`src/rtl/cache_flush_ctrl.sv`:
```
// Flush sequencer that owns the data-memory port below the direct-mapped cache.
// Optional `CACHE_FLUSH_STATS_EN adds flush_count_o (lines written by the last flush).
module cache_flush_ctrl #(
    parameter int LINES  = 32,
    parameter int IDX_W  = 5,
    parameter int TAG_W  = 22,
    parameter int LINE_W = 256,
    parameter int ADDR_W = 27
) (
    input  logic              clk_i,
    input  logic              start_i,
    input  logic              flush_req_i,
    output logic              flush_busy_o,
    output logic              flush_done_o,
    output logic              stall_o,
    output logic [IDX_W-1:0]  line_idx_o,
    input  logic [TAG_W-1:0]  line_tag_i,
    input  logic [LINE_W-1:0] line_data_i,
    input  logic              line_valid_i,
    input  logic              line_dirty_i,
    output logic              line_clean_o,
    input  logic              cc_ren_i,
    input  logic              cc_wen_i,
    input  logic [ADDR_W-1:0] cc_addr_i,
    input  logic [LINE_W-1:0] cc_wdata_i,
    output logic [LINE_W-1:0] cc_rdata_o,
    output logic              cc_ready_o,
    output logic              MEM_ren,
    output logic              MEM_wen,
    output logic [ADDR_W-1:0] MEM_addr,
    output logic [LINE_W-1:0] MEM_wdata,
    input  logic [LINE_W-1:0] MEM_rdata,
    input  logic              MEM_ready
`ifdef CACHE_FLUSH_STATS_EN
    ,
    output logic [IDX_W:0]    flush_count_o
`endif
);

    // state   | meaning
    // S_IDLE  | cc traffic passes straight through to memory
    // S_DRAIN | flush accepted, waiting for the in-flight cc transaction
    // S_SCAN  | examine line idx; dirty+valid lines go to S_WRITE
    // S_WRITE | write latched line back, clear its dirty bit on ready
    // S_DONE  | one-cycle completion pulse
    typedef enum logic [2:0] {
        S_IDLE,
        S_DRAIN,
        S_SCAN,
        S_WRITE,
        S_DONE
    } state_t;

    state_t              state;
    logic [IDX_W-1:0]    idx;
    logic                flush_req_q;
    logic                busy_q;
    logic                done_q;
    logic [ADDR_W-1:0]   wr_addr;
    logic [LINE_W-1:0]   wr_data;
    logic                flush_rise;
    logic                last_line;

    assign flush_rise = flush_req_i & ~flush_req_q;
    assign last_line  = (idx == IDX_W'(LINES - 1));

`ifdef CACHE_FLUSH_STATS_EN
    logic [IDX_W:0] count_q;
    assign flush_count_o = count_q;
`endif

    always_ff @(posedge clk_i or negedge start_i) begin
        if (!start_i) begin
            state       <= S_IDLE;
            idx         <= '0;
            flush_req_q <= 1'b0;
            busy_q      <= 1'b0;
            done_q      <= 1'b0;
            wr_addr     <= '0;
            wr_data     <= '0;
`ifdef CACHE_FLUSH_STATS_EN
            count_q     <= '0;
`endif
        end else begin
            flush_req_q <= flush_req_i;
            case (state)
                S_IDLE: begin
                    if (flush_rise) begin
                        idx    <= '0;
                        busy_q <= 1'b1;
                        state  <= (cc_ren_i | cc_wen_i) ? S_DRAIN : S_SCAN;
`ifdef CACHE_FLUSH_STATS_EN
                        count_q <= '0;
`endif
                    end
                end
                S_DRAIN: begin
                    if (MEM_ready) begin
                        idx   <= '0;
                        state <= S_SCAN;
                    end
                end
                S_SCAN: begin
                    if (line_valid_i & line_dirty_i) begin
                        wr_addr <= {line_tag_i, idx};
                        wr_data <= line_data_i;
                        state   <= S_WRITE;
                    end else if (last_line) begin
                        done_q <= 1'b1;
                        state  <= S_DONE;
                    end else begin
                        idx <= idx + 1'b1;
                    end
                end
                S_WRITE: begin
                    if (MEM_ready) begin
`ifdef CACHE_FLUSH_STATS_EN
                        count_q <= count_q + 1'b1;
`endif
                        if (last_line) begin
                            done_q <= 1'b1;
                            state  <= S_DONE;
                        end else begin
                            idx   <= idx + 1'b1;
                            state <= S_SCAN;
                        end
                    end
                end
                S_DONE: begin
                    done_q <= 1'b0;
                    busy_q <= 1'b0;
                    state  <= S_IDLE;
                end
                default: begin
                    done_q <= 1'b0;
                    busy_q <= 1'b0;
                    state  <= S_IDLE;
                end
            endcase
        end
    end

    assign flush_busy_o = busy_q;
    assign stall_o      = busy_q;
    assign flush_done_o = done_q;
    assign line_idx_o   = idx;
    assign cc_rdata_o   = MEM_rdata;

    // Memory port mux; the dirty-bit clear must coincide with the accepting ready.
    always_comb begin
        MEM_ren      = 1'b0;
        MEM_wen      = 1'b0;
        MEM_addr     = '0;
        MEM_wdata    = '0;
        cc_ready_o   = 1'b0;
        line_clean_o = 1'b0;
        case (state)
            S_IDLE, S_DRAIN: begin
                MEM_ren    = cc_ren_i;
                MEM_wen    = cc_wen_i;
                MEM_addr   = cc_addr_i;
                MEM_wdata  = cc_wdata_i;
                cc_ready_o = MEM_ready;
            end
            S_WRITE: begin
                MEM_wen      = 1'b1;
                MEM_addr     = wr_addr;
                MEM_wdata    = wr_data;
                line_clean_o = MEM_ready;
            end
            default: begin
                MEM_ren = 1'b0;
            end
        endcase
    end

endmodule
```
`config.mk`:
```
export PLATFORM = sky130hd
export DESIGN_NAME = cache_flush_ctrl
export DESIGN_NICKNAME = d
export VERILOG_FILES = /design/src/rtl/cache_flush_ctrl.sv
export SDC_FILE = /design/constraint.sdc
export NUM_CORES = 1
export LEC_CHECK = 0
export CORE_AREA = 2 2 535 537
export CTS_CLUSTER_SIZE = 25
export DETAILED_ROUTE_END_ITERATION = 8
export DIE_AREA = 0 0 537 539
export PLACE_DENSITY = 0.3
export SLEW_MARGIN = 25
export SYNTH_ARGS = -nofsm -noshare
export SYNTH_HDL_FRONTEND = slang
export SYNTH_SLANG_ARGS = --single-unit
```
`constraint.sdc`:
```
create_clock -name clk_i -period 5.45 [get_ports clk_i]
set_clock_uncertainty 0.15 [all_clocks]
set_input_delay 1.3625 -clock clk_i [delete_from_list [all_inputs] [get_ports clk_i]]
set_output_delay 1.3625 -clock clk_i [all_outputs]
set_load 0.02 [all_outputs]
```
==> results.yml <==
worst_setup_path:
  crit_type: "reg -> out"
  rr_endpoint: "wr_data[99]"
  crit_path_start_kind: "flip-flop"
  rr_worst_depth: 4
  cp_data_required_time_ns: 3.94
  startpoint: "state[1]"
  cp.arrival_ns: 3.40
  crit_path_max_fanout: 112
  crit_end: "MEM_wdata[173]"
  r2r_slack_ns: 2.84
  endpoint_kind: "primary output"
  regToRegStartpoint: "state[1]"
timing:
  maxSlewViolCount: 0
  max_freq_mhz: 204
  tightestPinTransition_ns: 0.899
  slew_headroom_pct: 40.1
  hold_violations: 0
  period_share_pct: 90.1
  setup_tns_ns: 0
  finalSetupViolCount: 0
  fin_crit_ns: 4.91
  holdWs_ns: 0.356
  rsz0062_at_grt: "false"
cts:
  hold_buffers: 0
  cts_buffers: 45
  path_clk_slew_ns: 0.05
  cts-root-buf: "clkbuf_16"
  clk_path_buf_depth: 3
  h-tree-depth: 2
  cts_tree: "done"
  cts_setup_buffers: 0
  cts_sinks: 294
  clock_latency_ns: 0.62
  ctsResizeCount: 0
floorplanning:
  fp.dieW_um: 537
  dieArea_mm2: 0.289
  core_mm2: 0.284
  rows: 196
  ios: 1376
  die_y_um: 539
  start_util_pct: 5.57
grt:
  grt_max_degree: 112
  grt_pass1_wl_um: 178000
  grt_pass1_vias: 14000
  overflow: 0
  grt_usage_pct: 9.69
  antenna_found_initial: 123
routing:
  routed_wl_um: 146000
  viasPerCell: 2.40
  routedWlPerCell_um: 25.7
  drc: 0
  ant_nets: 0
  dr_wl_met2_um: 67000
  m1WireLength_um: 45100
  first_pass_iters: 4
  top_layer: "met5"
  wl_met3_um: 26000
  num_vias: 13600
  initialDrtViolationCount: 755
flow_run:
  maxCapViolCount: 0
synth:
  synth_top_cell_by_area: "dfrtp_1"
  yosysTopAreaCellShare_pct: 46.5
  ys.warnings.count: 0
  syn_inst: 1272
  synth.distinct_cells: 36
  ys_top_cells_by_area: "dfrtp_1 (46%), mux2_2 (19%), a22o_1 (16%)"
  synth-seq-cells: 294
  synth_common_cells: "dfrtp_1 (294), a22o_1 (283), buf_4 (283)"
  synth.avg_cell_area_um2: 12.4
  synth_top_flop_cell: "dfrtp_1"
  synthMostInstantiatedCell: "dfrtp_1"
  syn_area_mm2: 0.0158
  syn_nets: 2099
  synth_edf_count: 0
  ys_seq_area_share_pct: 46.5
  async_flop_share_pct: 100
finish:
  fillers: 32700
  seqCellArea_mm2: 0.00736
  multi_input_area_mm2: 0.00604
  final_core_util_pct: 10.1
  fin_area_mm2: 0.0287
  final_layout_size_suffix_gt1_share_pct: 19.7
  syn_to_final_growth_pct: 81.6
  num-nets-final: 2686
place:
  routabilityCongestion: 0.835
  place.detailed.hpwl_um: 126000
  dpl_cell_area_mm2: 0.0271
  portBuffers: 863
power:
  p_leak_nw: 10.0
  power.share.switching_pct: 41.8
  p_per_area_mw_per_mm2: 565
  comb_power_share_pct: 52.8
  sequentialPowerShare_pct: 27.8
  ir_worst_vdd_mv: 0.288
  p_int_mw: 9.45
  pwr-share-clk_pct: 19.5
  power.switching_mw: 6.80
outcome:
  run_status: "finished, final reports clean"
hold_path:
  hp-class: "reg -> reg"
[power groups by stage]
stage                     combinational [mW]  clock (mW)  sequential, mW
after floorplan                         4.86           0            3.77
after global placement                  8.76           0            4.59
after detailed placement                8.75           0            4.57
after CTS                               8.79        3.37            4.56
after global routing                    9.08        3.42            4.65
final                                   8.57        3.16            4.51
[flip-flops by register name (all words and copies together), names as in the netlist]
name / cells
flush_busy_o: 1
flush_req_q: 1
flush_done_o: 1
wr_addr: 27
line_idx_o: 5
wr_data: 256
state: 3
[layout make-up]
| class | count | share of cell area (%) |
|---|---|---|
| Timing Repair Buffer | 894 | 31.4 |
| Multi-Input combinational cell | 622 | 21.0 |
| Antenna cell | 27 | 0.235 |
| Sequential cell | 294 | 25.6 |
| Inverter | 2 | 0.0261 |
| Clock inverter | 20 | 0.915 |
| Tap cell | 3762 | 16.4 |
| Clock buffer | 61 | 4.45 |
[kinds of logic (layout without fill, tap and decap cells)]
logic type,Yosys count,after routing,synth area share (%)
compound gates,299,299,16.4
fa+ha+maj,2,2,0.158
buf+inv,356,977,15.5
flops,294,294,46.5
mux,283,283,20.1
other cells,0,27,0
simple gates,38,38,1.33
[critical path: stages, from the launching register on]
cell             delay (ns)
dfrtp_1                0.72
and3b_4                0.33
buf_12                 0.29
a22o_1                 0.42
clkdlybuf4s50_1        0.69
[metrics by stage]
stage	cells	power (mW)	worst slack (ns)
after floorplan	1272	8.63	2.31
after global placement	5574	13.3	0.798
after detailed placement	5574	13.3	0.794
after CTS	5655	16.7	0.364
after global routing	5656	17.1	0.362
final	5682	16.2	0.542
[placed cells by master, fill, tap and decap left out, types with 2 or more instances in the layout]
cell type        instances
a21oi_1                  3
a22o_1                 283
and2_1                   4
buf_12                  11
buf_4                   20
bufinv_16                5
clkbuf_1                 8
clkbuf_16               46
clkbuf_8                 7
clkdlybuf4s50_1        862
clkinv_2                10
dfrtp_1                294
diode_2                 27
ha_1                     2
inv_1                    2
inv_6                    2
mux2_1                  19
mux2_2                 264
nand2_1                  8
nand2b_1                 2
nand3_1                  2
nand3b_1                 2
nand4_1                  2
nor2_1                   7
nor3_1                   3
o211ai_1                 3
[routing by layer]
| layer | track usage, % | up-vias |
|---|---|---|
| met2 | 15.7 | 912 |
| met3 | 7.68 | 363 |
| met1 | 8.82 | 6569 |
| met4 | 4.39 | 92 |
| li1 | - | 5687 |
| met5 | 0 | - |
[worst min path at each step]
| stage | from | cells past startpoint | endpoint | slack, ns |
|---|---|---|---|---|
| after floorplan | wr_addr[10] | 1 | wr_addr[10] | 0.31 |
| after global placement | wr_addr[17] | 1 | wr_addr[17] | 0.34 |
| after detailed placement | wr_data[148] | 1 | wr_data[148] | 0.35 |
| after CTS | wr_data[243] | 1 | wr_data[243] | 0.36 |
| after global routing | wr_data[205] | 1 | wr_data[205] | 0.37 |
| final | wr_data[12] | 1 | wr_data[12] | 0.36 |
Power figures use the tool's default switching activity.
